$ cat src/rtl/fir_seq_pkg.sv
// Shared types and constants for the polyphase FIR sequencer.
// Phase count, tap geometry, pipeline latencies, FSM states.
package fir_seq_pkg;

  localparam int PHASES  = 8;
  localparam int PH_W    = $clog2(PHASES);
  localparam int ADDR_W  = 8;
  localparam int TAPS    = 2 ** ADDR_W;
  localparam int RD_LAT  = 1;
  localparam int MAC_LAT = 1;

  typedef enum logic [1:0] {
    IDLE  = 2'd0,
    RUN   = 2'd1,
    DRAIN = 2'd2
  } state_t;

  function automatic logic [PHASES-1:0] phase_onehot(
    input logic [PH_W-1:0] p
  );
    logic [PHASES-1:0] oh;
    oh    = '0;
    oh[p] = 1'b1;
    return oh;
  endfunction

endpackage

$ cat src/rtl/fir_seq_strobe_delay.sv
// Parameterised strobe shift register with async active-low reset.
// Aligns control strobes to ROM/RAM read and MAC pipeline latency.
module fir_seq_strobe_delay #(
  parameter int DEPTH = 1,
  parameter int WIDTH = 1
) (
  input  logic             clk,
  input  logic             rst_n,
  input  logic [WIDTH-1:0] d,
  output logic [WIDTH-1:0] q
);

  logic [WIDTH-1:0] sr [DEPTH];

  always_ff @(posedge clk or negedge rst_n) begin
    if (!rst_n) begin
      for (int i = 0; i < DEPTH; i++) begin
        sr[i] <= '0;
      end
    end else begin
      sr[0] <= d;
      for (int i = 1; i < DEPTH; i++) begin
        sr[i] <= sr[i-1];
      end
    end
  end

  assign q = sr[DEPTH-1];

endmodule

$ cat src/rtl/fir_phase_sequencer.sv
// Control sequencer for the 8-phase decimating polyphase FIR.
// Steers samples into phase RAMs and sweeps the shared tap address.
module fir_phase_sequencer
  import fir_seq_pkg::*;
(
  input  logic              clock,
  input  logic              reset_n,
  input  logic              x_avail,
  output logic [PHASES-1:0] ram_we,
  output logic [ADDR_W-1:0] ram_wr_addr,
  output logic [ADDR_W-1:0] ram_rd_addr,
  output logic [ADDR_W-1:0] rom_addr,
  output logic              mac_clr,
  output logic              mac_en,
  output logic              y_avail,
  output logic              busy,
  output logic              overrun
);

  localparam int DRAIN_N = RD_LAT + MAC_LAT;
  localparam int DC_W    = $clog2(DRAIN_N + 1);

  state_t            state;
  state_t            state_d;
  logic [PH_W-1:0]   phase;
  logic [ADDR_W-1:0] wr_ptr;
  logic [ADDR_W-1:0] base_q;
  logic [ADDR_W-1:0] base_pend;
  logic [ADDR_W-1:0] k;
  logic [DC_W-1:0]   dcnt;
  logic              pending;
  logic              trigger;
  logic              drain_end;
  logic              start;
  logic              run_v;
  logic              first_tap;
  logic              last_tap;

  assign trigger = x_avail &&
                   (phase == PH_W'(PHASES - 1));

  always_ff @(posedge clock or negedge reset_n) begin
    if (!reset_n) begin
      ram_we      <= '0;
      ram_wr_addr <= '0;
      phase       <= '0;
      wr_ptr      <= '0;
    end else begin
      ram_we <= '0;
      if (x_avail) begin
        ram_we      <= phase_onehot(phase);
        ram_wr_addr <= wr_ptr;
        phase       <= trigger ? '0 : phase + 1'b1;
        if (trigger) begin
          wr_ptr <= wr_ptr + 1'b1;
        end
      end
    end
  end

  assign drain_end = (state == DRAIN) &&
                     (dcnt == DC_W'(DRAIN_N - 1));

  always_comb begin
    state_d = state;
    start   = 1'b0;
    unique case (state)
      IDLE: begin
        if (trigger) begin
          state_d = RUN;
          start   = 1'b1;
        end
      end
      RUN: begin
        if (k == ADDR_W'(TAPS - 1)) begin
          state_d = DRAIN;
        end
      end
      DRAIN: begin
        if (drain_end) begin
          if (pending || trigger) begin
            state_d = RUN;
            start   = 1'b1;
          end else begin
            state_d = IDLE;
          end
        end
      end
      default: state_d = IDLE;
    endcase
  end

  always_ff @(posedge clock or negedge reset_n) begin
    if (!reset_n) begin
      state <= IDLE;
      k     <= '0;
      dcnt  <= '0;
    end else begin
      state <= state_d;
      if (start) begin
        k <= '0;
      end else if (state == RUN &&
                   k != ADDR_W'(TAPS - 1)) begin
        k <= k + 1'b1;
      end
      dcnt <= (state == DRAIN) ? dcnt + 1'b1 : '0;
    end
  end

  // A queued sweep uses the snapshot from its own trigger.
  always_ff @(posedge clock or negedge reset_n) begin
    if (!reset_n) begin
      base_q    <= '0;
      base_pend <= '0;
      pending   <= 1'b0;
      overrun   <= 1'b0;
    end else begin
      if (start) begin
        base_q <= (state == DRAIN && pending) ?
                  base_pend : wr_ptr;
      end
      if (drain_end) begin
        if (pending) begin
          pending <= trigger;
          if (trigger) begin
            base_pend <= wr_ptr;
          end
        end
      end else if (trigger && state != IDLE) begin
        if (pending) begin
          overrun <= 1'b1;
        end else begin
          pending   <= 1'b1;
          base_pend <= wr_ptr;
        end
      end
    end
  end

  assign rom_addr    = k;
  assign ram_rd_addr = base_q - k;
  assign busy        = (state != IDLE);

  assign run_v     = (state == RUN);
  assign first_tap = run_v && (k == '0);
  assign last_tap  = run_v &&
                     (k == ADDR_W'(TAPS - 1));

  fir_seq_strobe_delay #(
    .DEPTH (RD_LAT),
    .WIDTH (2)
  ) u_mac_dly (
    .clk   (clock),
    .rst_n (reset_n),
    .d     ({run_v, first_tap}),
    .q     ({mac_en, mac_clr})
  );

  fir_seq_strobe_delay #(
    .DEPTH (RD_LAT + MAC_LAT),
    .WIDTH (1)
  ) u_y_dly (
    .clk   (clock),
    .rst_n (reset_n),
    .d     (last_tap),
    .q     (y_avail)
  );

endmodule
$ cat config.mk
export PLATFORM = sky130hd
export DESIGN_NAME = fir_phase_sequencer
export DESIGN_NICKNAME = d
export VERILOG_FILES = /design/src/rtl/fir_seq_pkg.sv /design/src/rtl/fir_seq_strobe_delay.sv /design/src/rtl/fir_phase_sequencer.sv
export SDC_FILE = /design/constraint.sdc
export NUM_CORES = 1
export LEC_CHECK = 0
export BUFFER_PORTS_ARGS = -buffer_cell sky130_fd_sc_hd__buf_2
export CORE_MARGIN = 3
export CORE_UTILIZATION = 50
export DETAILED_ROUTE_END_ITERATION = 8
export HOLD_SLACK_MARGIN = 0.12
export PLACE_DENSITY_LB_ADDON = 0.08
export SLEW_MARGIN = 20
export SYNTH_ARGS = -nofsm -noshare
export SYNTH_HDL_FRONTEND = slang
export SYNTH_HIERARCHICAL = 1
export SYNTH_SLANG_ARGS = --single-unit
$ cat constraint.sdc
create_clock -name clock -period 3.2 [get_ports clock]
set_clock_uncertainty 0.05 [all_clocks]
set_input_delay 0.32 -clock clock [delete_from_list [all_inputs] [get_ports clock]]
set_output_delay 0.32 -clock clock [all_outputs]
set_load 0.01 [all_outputs]
Word-level counts from Yosys, hierarchy flattened
Cells that the tools add are included.

Reduce and logical (&&, ||, !) cells: 18. Bitwise gates (word level): 1. Eq/ne operators: 12. Muxes and demuxes: 25. $lt $le $gt $ge: 2. Add/sub/neg operators: 5.

Operators by type and width (number): 2-to-1 mux 8 bit (9); adder 8 x 1 -> 8 bit, second input constant (2); == test 8 bit, second input constant (1); logical AND 1 bit (8); zero test 8 bit (1); 2-to-1 mux 1 bit (8); 2-to-1 mux 2 bit (4); != test 2 bit, second input constant (4); != test 8 bit, second input constant (1); subtractor 8 bit (1); case mux 2 bit (3 select lines) (1); AND reduction 3 bit (2); nonzero test 2 bit (3); == test 2 x 1 -> 1 bit, second input constant (2); < comparator 3 x 4 -> 1 bit, second input constant (1); != test 2 x 1 -> 1 bit, second input constant (2); AND reduction 4 bit (1); adder 3 x 1 -> 3 bit, second input constant (1); demux 1 bit (select 3 bit) (1); == test 3 bit, second input constant (1); >= comparator 3 x 1 -> 1 bit, second input constant (1); 2-to-1 mux 3 bit (1); adder 2 x 1 -> 2 bit, second input constant (1); == test 2 bit, second input constant (1); other kinds (5) (5).

Bits of input ports: 3. Bits in registers: 61. Output and inout bits: 37. Word-level logic and storage cells: 77.

Longest topological paths before layout
Gate-level depths: netlist of the first run.

Depth in word-level cells: 7. Mapped depth: 10. Mapped depth without buffers: 9.

Modules after synthesis
The synthesis of the first run kept the hierarchy.

Modules (own cells, without submodules): fir_phase_sequencer (cells each 252, instances 1, seq. area each 1426.4 µm², area each 2834.0 µm²); fir_seq_strobe_delay (cells each 2, instances 2, seq. area each 50.0 µm², area each 50.0 µm²).

Worst setup path before layout of the first run
Ideal clock, no wire load.

Path kind: register -> output. Start point: reg k[0] (netlist: rom_addr[0]). End point: out ram_rd_addr[6]. Path buffers: 0. Data arrival time: 1866 ps. Data required time: 2830 ps. Stages on the path, launching flop included: 9. Slack: 964 ps. Path through: dfrtp_1 ha_1 inv_1 fa_1 a21o_1 a21oi_1 o21bai_1 a21oi_1 xnor2_1.

Word-level cells in the longest chain between the ends: 1.

RTL lines: from (decl) (line fir_phase_sequencer.sv:29) `logic [ADDR_W-1:0] k;`; from (signal assigned) (line fir_phase_sequencer.sv:104) `k <= k + 1'b1;`; subtractor 8 bit (line fir_phase_sequencer.sv:141) `assign ram_rd_addr = base_q - k;`; to (decl) (line fir_phase_sequencer.sv:11) `output logic [ADDR_W-1:0] ram_rd_addr,`.

Every way passes these cells.

Worst setup path after layout of the first run
Ends and elaborated chain as after synthesis.

==> results.cfg, run 1 <==
[worst_setup_path]
max_stage_delay_ps = 460
path_delay_family = compound AO/OA/AOI/OAI gates
cp_max_fo = 5
worst_path_max_delay_cell = dfrtp_1
required_ps = 2830
startpoint_type = register
cp_data_arrival_time_ps = 2380
path_buf_inv = 2
crit_chain = ha_1 -> inv_1 -> fa_1 -> a21o_1 -> a21oi_1 -> o21bai_1 -> a21oi_1 -> xnor2_1 -> buf_2
crit_type = reg2out
crit_top_cell = a21oi_1
crit_path_end_kind = output port

[synth]
synth-seq-cells = 61
yosysWarnings = 6
ys_types = 41
async_reset_ff_frac = 1.000
seq_area_frac_synth = 0.5203
ys.flop_type = dfrtp_1
syn_inst = 256
post_synth.cell_area_avg_sq_um = 11.46
synth_edf_count = 0
syn_nets = 273
syn_area_sq_mm = 0.002934

[global_routing]
grt_overflow = 0
grt_pass1_vias = 1884
antenna_found_initial = 0
grt_pass1_wl_microns = 8804
grt_max_degree = 38
grtUsageTotal = 0.1737

[clocking]
htree_levels = 3
cts_tree = done
postCtsResizedCells = 0
numCtsBuffers = 9
clockBufferDepth = 2
clockRootBuffer = clkbuf_8
clkTransAtPathRegs_ps = 70
clock_latency_ps = 330
clkSinkCount = 61

[timing]
hold_viol = 0
grt_setup_unrepaired = no
maxSlewViolCount = 0
period_minus_slack_ps = 2751
min_period_over_period = 0.8596
tightest_slew_ps = 622.2
setup_tns_ps = 0
relSlewSlack = 0.5820
setup_viol = 0
fmax_ghz = 0.3635

[floorplan]
pin_count = 40
die-area_sq_mm = 0.006824
start_util = 0.5232
core_area_sq_mm = 0.005608
die_w_microns = 82.61
fp-row-count = 27
dieHeight_microns = 82.61

[worst_hold_path]
hold_class = reg2reg

[pwr]
leakagePower_nw = 1.736
powerDensity_mw_per_mm2 = 1008
vdd_drop_max_uv = 505.8
total_power_mw = 3.468

[routing]
ant_nets = 0
route.detailed.drc = 0
vias = 1952
drt-initial-drc-count = 63
wl_per_cell_microns = 13.99
dr.pass1.iters = 4
wirelength_microns = 5273
viasPerCell = 5.178

[job]
drv_cap = 0

[finish]
area_growth_pct = 17.31
utilization = 0.6138
antenna_cells = 0
fin_nets = 317
final_layout_size_suffix_gt1_frac = 0.2689

[run_status]
status = finished clean

[place]
gp_congestion = 0.7933
portBuffers = 39
dp_hpwl_microns = 3725
[sequential cells by signal (all words and copies together), names as in the netlist]
signal and cells:
wr_ptr 8, u_y_dly/sr 1, u_mac_dly/q 2, state 2, dcnt 2, u_y_dly/q 1
overrun 1, ram_we 8, base_q 8, base_pend 8, rom_addr 8, pending 1
phase 3, ram_wr_addr 8
[logic make-up after synthesis]
group,count (synthesis),synth area share
adders and majority gates,14,0.06226
DFF,61,0.5203
buffers and inverters,26,0.04776
and+or+nand+nor,76,0.1313
AOI/OAI and AO/OA,35,0.07847
xor gates and xnor gates,17,0.05075
muxes,27,0.1092
[report_power, final]
part | switching [mW] | internal (mW)
registers | 0.206 | 0.956
logic | 0.746 | 0.634
clock network | 0.325 | 0.602
total | 1.28 | 2.19
[synth_stat cells, drive strengths merged, types with 3 or more instances]
cell | number | area [sq um]
dfrtp | 61 | 1526
mux2i | 11 | 110.1
o21ai | 5 | 25.02
and2 | 3 | 21.27
nand2b | 6 | 37.54
ha | 13 | 162.7
nand4 | 5 | 46.29
a21oi | 16 | 80.08
mux2 | 16 | 210.2
inv | 16 | 60.06
nor2 | 29 | 111.4
xnor2 | 15 | 131.4
buf | 9 | 76.32
nand2 | 17 | 63.81
nand3 | 3 | 15.01
nor2b | 4 | 32.53
nor3 | 5 | 25.02
a31oi | 3 | 18.77
[routing by layer]
layer	track usage	vias to the layer above	part of all wire
met2	0.2732	37	0.47
met4	0.07843	0	0.016
met5	0	-	0
met1	0.2221	956	0.46
met3	0.04989	7	0.050
li1	-	952	-
[through the flow]
| stage | hold WS, ps | cell area [sq um] | cells | worst slack, ps |
|---|---|---|---|---|
| 2_1_floorplan | -25.59 | 2934 | 256 | 964.4 |
| 3_3_place_gp | 284.0 | 3162 | 360 | 842.1 |
| 3_5_place_dp | 293.4 | 3162 | 360 | 787.4 |
| 4_1_cts | 309.9 | 3442 | 377 | 412.6 |
| 5_1_grt | 310.8 | 3442 | 377 | 248.0 |
| 6_report | 303.8 | 3442 | 377 | 449.3 |
[path summary, 6_finish.rpt]
check	startpoint	end	slack, ps	cells past startpoint
min in group asynchronous	reset_n	rom_addr[6]	450	2
min	u_y_dly/sr[1]	u_y_dly/q	300	0
min reg2reg	u_y_dly/sr[1]	u_y_dly/q	300	0
max in group asynchronous	reset_n	base_pend[5]	1770	3
max	rom_addr[0]	ram_rd_addr[6]	450	9
max reg2reg	phase[1]	base_pend[5]	1010	5
[cell usage in the layout, fill, tap and decap left out, drive strengths merged]
cell type    netlist  layout
mux2              16      16
a2111oi            1       1
a21oi             16      16
o21bai             2       2
dfrtp             61      61
xnor2             15      15
a31oi              3       3
ha                13      13
bufinv             0       4
buf                9      42
inv               16      17
nand4              5       5
o211ai             1       1
a211oi             2       2
o21a               1       1
a21o               1       1
clkinv             0       2
clkbuf             1       9
nor2b              4       4
and2               3       3
and4               2       2
nand2             17      17
mux2i             11      11
or2                1       1
o41ai              1       1
nor4               1       1
fa                 1       1
nor3               5       5
o22ai              2       2
xor2               2       2
nand2b             6       6
dlygate4sd3        0       1
nand3              3       3
o21ai              5       5
nor2              29      29
[timing repair]
item,4_1_cts,5_1_grt
hold endpoints to repair,24,0
endpoints found under the setup margin,0,0
hold buffers,1,0
setup buffers,0,0
[worst reg2reg max path: cells and delay by family (launching register included)]
family,cells,cell delay (ps)
simple gates,2,860
flops,1,420
mux,1,350
fa+ha+maj,2,400
[final cells by class]
type,count,area (sq um)
flip-flops and latches,61,1526
inverters,16,60.06
well taps,72,90.09
clock inverters,7,146.4
repair buffers,43,227.7
fillers,500,2166
multi-input cells,169,1267
clock buffers,9,123.9
(Power assumes the default switching activity.)
==> run 2: changes to the inputs <==
CTS_BUF_LIST = sky130_fd_sc_hd__clkbuf_4   (was default)
==> run 2 against run 1 <==
Critical path depth unchanged. Routed wire length hardly changed. Worst setup slack worse by 92 ps. Core utilization down 1.0 points. Clock power decreased by 15%. Non-clock buffer count stayed put. Worst hold slack worse by 32 ps. Global-route usage grew 0.16 points. Via count down 0.31%. Maximum frequency down 3.2%. First-iteration DRC count shrank 6.3%. Count of clock-buffer cells in the layout unchanged. Highest routed layer unchanged.
==> results.cfg, run 2 (synthesis gave the netlist of run 1 again) <==
[pwr]
leakagePower_nw = 1.712
comb_power_share = 0.414
pwr-share-clk = 0.237
internal-power_mw = 2.067
vdd_drop_max_uv = 480.4
powerDensity_mw_per_mm2 = 982.7
seqPwrFrac = 0.348
p_sw_mw = 1.260
netSwitchingFraction = 0.3786

[routing]
wirelength_met1_microns = 2416
dr.pass1.iters = 4
wirelength_microns = 5269
route.detailed.drc = 0
ant_nets = 0
wl_met2_microns = 2497
top_layer = met4
drt-initial-drc-count = 59
wl_per_cell_microns = 13.98
viasPerCell = 5.162
routed-wl-met3_microns = 257
vias = 1946

[worst_setup_path]
required_ps = 2830
cp_data_arrival_time_ps = 2470
cp_max_fo = 5
cp-startpoint = rom_addr[0]
endpoint = ram_rd_addr[6]
r2r_cells = 5
r2r-start = phase[1]
r2r_end = base_pend[5]
crit_type = reg2out
r2r_slack_ps = 1000
startpoint_type = register
crit_path_end_kind = output port

[floorplan]
core_area_sq_mm = 0.005608
pin_count = 40
die-area_sq_mm = 0.006824
fp-row-count = 27
dieHeight_microns = 82.61
die_w_microns = 82.61
start_util = 0.5232

[global_routing]
grtUsageTotal = 0.1753
antenna_found_initial = 0
grt_pass1_vias = 1894
grt_overflow = 0
grt_max_degree = 38
grt_pass1_wl_microns = 8818

[finish]
final_layout_size_suffix_gt1_frac = 0.2689
final_common_cell = dfrtp_1
fin_nets = 317
ff_latch_area_sq_mm = 0.001526
multi_input_area_sq_mm = 0.001267
nFillCells = 508
layout_common_cells = dfrtp_1 (61), buf_2 (39), nor2_1 (28)
layoutNonFillerInstCount = 377
fin_area_sq_mm = 0.003386
antenna_cells = 0
area_growth_pct = 15.39

[run_status]
status = finished clean

[timing]
period_minus_slack_ps = 2843
grt_setup_unrepaired = no
setup_tns_ps = 0
min_period_over_period = 0.8883
fmax_ghz = 0.3518
setup_viol = 0
relSlewSlack = 0.6141
tightest_slew_ps = 574.4
maxSlewViolCount = 0
hold_viol = 0

[clocking]
cts_setup_buffers = 0
clkTransAtPathRegs_ps = 110
cts_tree = done
htree_levels = 3
clockRootBuffer = clkbuf_4
clkSinkCount = 61
postCtsResizedCells = 0
ctsHoldBuffers = 1
clockBufferDepth = 2
numCtsBuffers = 9
clock_latency_ps = 410

[worst_hold_path]
hold_class = in2reg
min_path_cells = 2

[place]
placed_cell_area_sq_mm = 0.003162
dp_hpwl_microns = 3725
gp_congestion = 0.7933
post-place-cells = 360
portBuffers = 39

[job]
drv_cap = 0
run 2: cell counts in the layout (fill, tap and decap cells not counted):
Identical to the previous run, type by type.
run 2: cell type report:
cell class / instances / share of cell area
Clock buffer: 9 / 0.01996
Clock inverter: 7 / 0.04324
Inverter: 16 / 0.01774
Multi-Input combinational cell: 169 / 0.3744
Sequential cell: 61 / 0.4508
Tap cell: 72 / 0.02661
Timing Repair Buffer: 43 / 0.06726
run 2: per-stage QoR:
step | setup slack, ps | hold slack [ps] | utilization | power (mW)
after floorplan | 964.4 | -25.59 | - | 2.111
after global placement | 842.1 | 284.0 | 0.5638 | 2.531
after detailed placement | 787.4 | 293.4 | 0.5638 | 2.574
after CTS | 308.3 | 255.6 | 0.6037 | 3.378
after global routing | 138.7 | 273.2 | 0.6037 | 3.605
final | 357.4 | 271.5 | 0.6037 | 3.327
run 2: worst min path at each step:
stage | start | end | slack (ps)
after detailed placement | u_y_dly/sr[1] | u_y_dly/q | 290
after global placement | u_y_dly/sr[1] | u_y_dly/q | 280
after CTS | x_avail | phase[2] | 260
after floorplan | reset_n | base_pend[0] | -30
final | x_avail | phase[2] | 270
after global routing | x_avail | phase[1] | 270
run 2: per-layer routing:
metal | GRT usage | up-vias
met1 | 0.2221 | 951
met3 | 0.06616 | 7
met2 | 0.2716 | 35
met4 | 0.06863 | 0
li1 | - | 953
met5 | 0 | -
run 2: power by group through the flow:
| stage | Clock (mW) | Sequential, mW | Combinational [mW] |
|---|---|---|---|
| 2_1_floorplan | 0 | 1.17 | 0.939 |
| 3_3_place_gp | 0 | 1.17 | 1.36 |
| 3_5_place_dp | 0 | 1.18 | 1.40 |
| 4_1_cts | 0.812 | 1.16 | 1.41 |
| 5_1_grt | 0.850 | 1.20 | 1.56 |
| 6_report | 0.790 | 1.16 | 1.38 |
run 2: worst max-delay path: stages (launching register included):
cell      delay [ps]
dfrtp_1          470
ha_1             200
inv_1             50
fa_1             410
a21o_1           180
a21oi_1          210
o21bai_1          90
a21oi_1          170
xnor2_1          130
buf_2            140
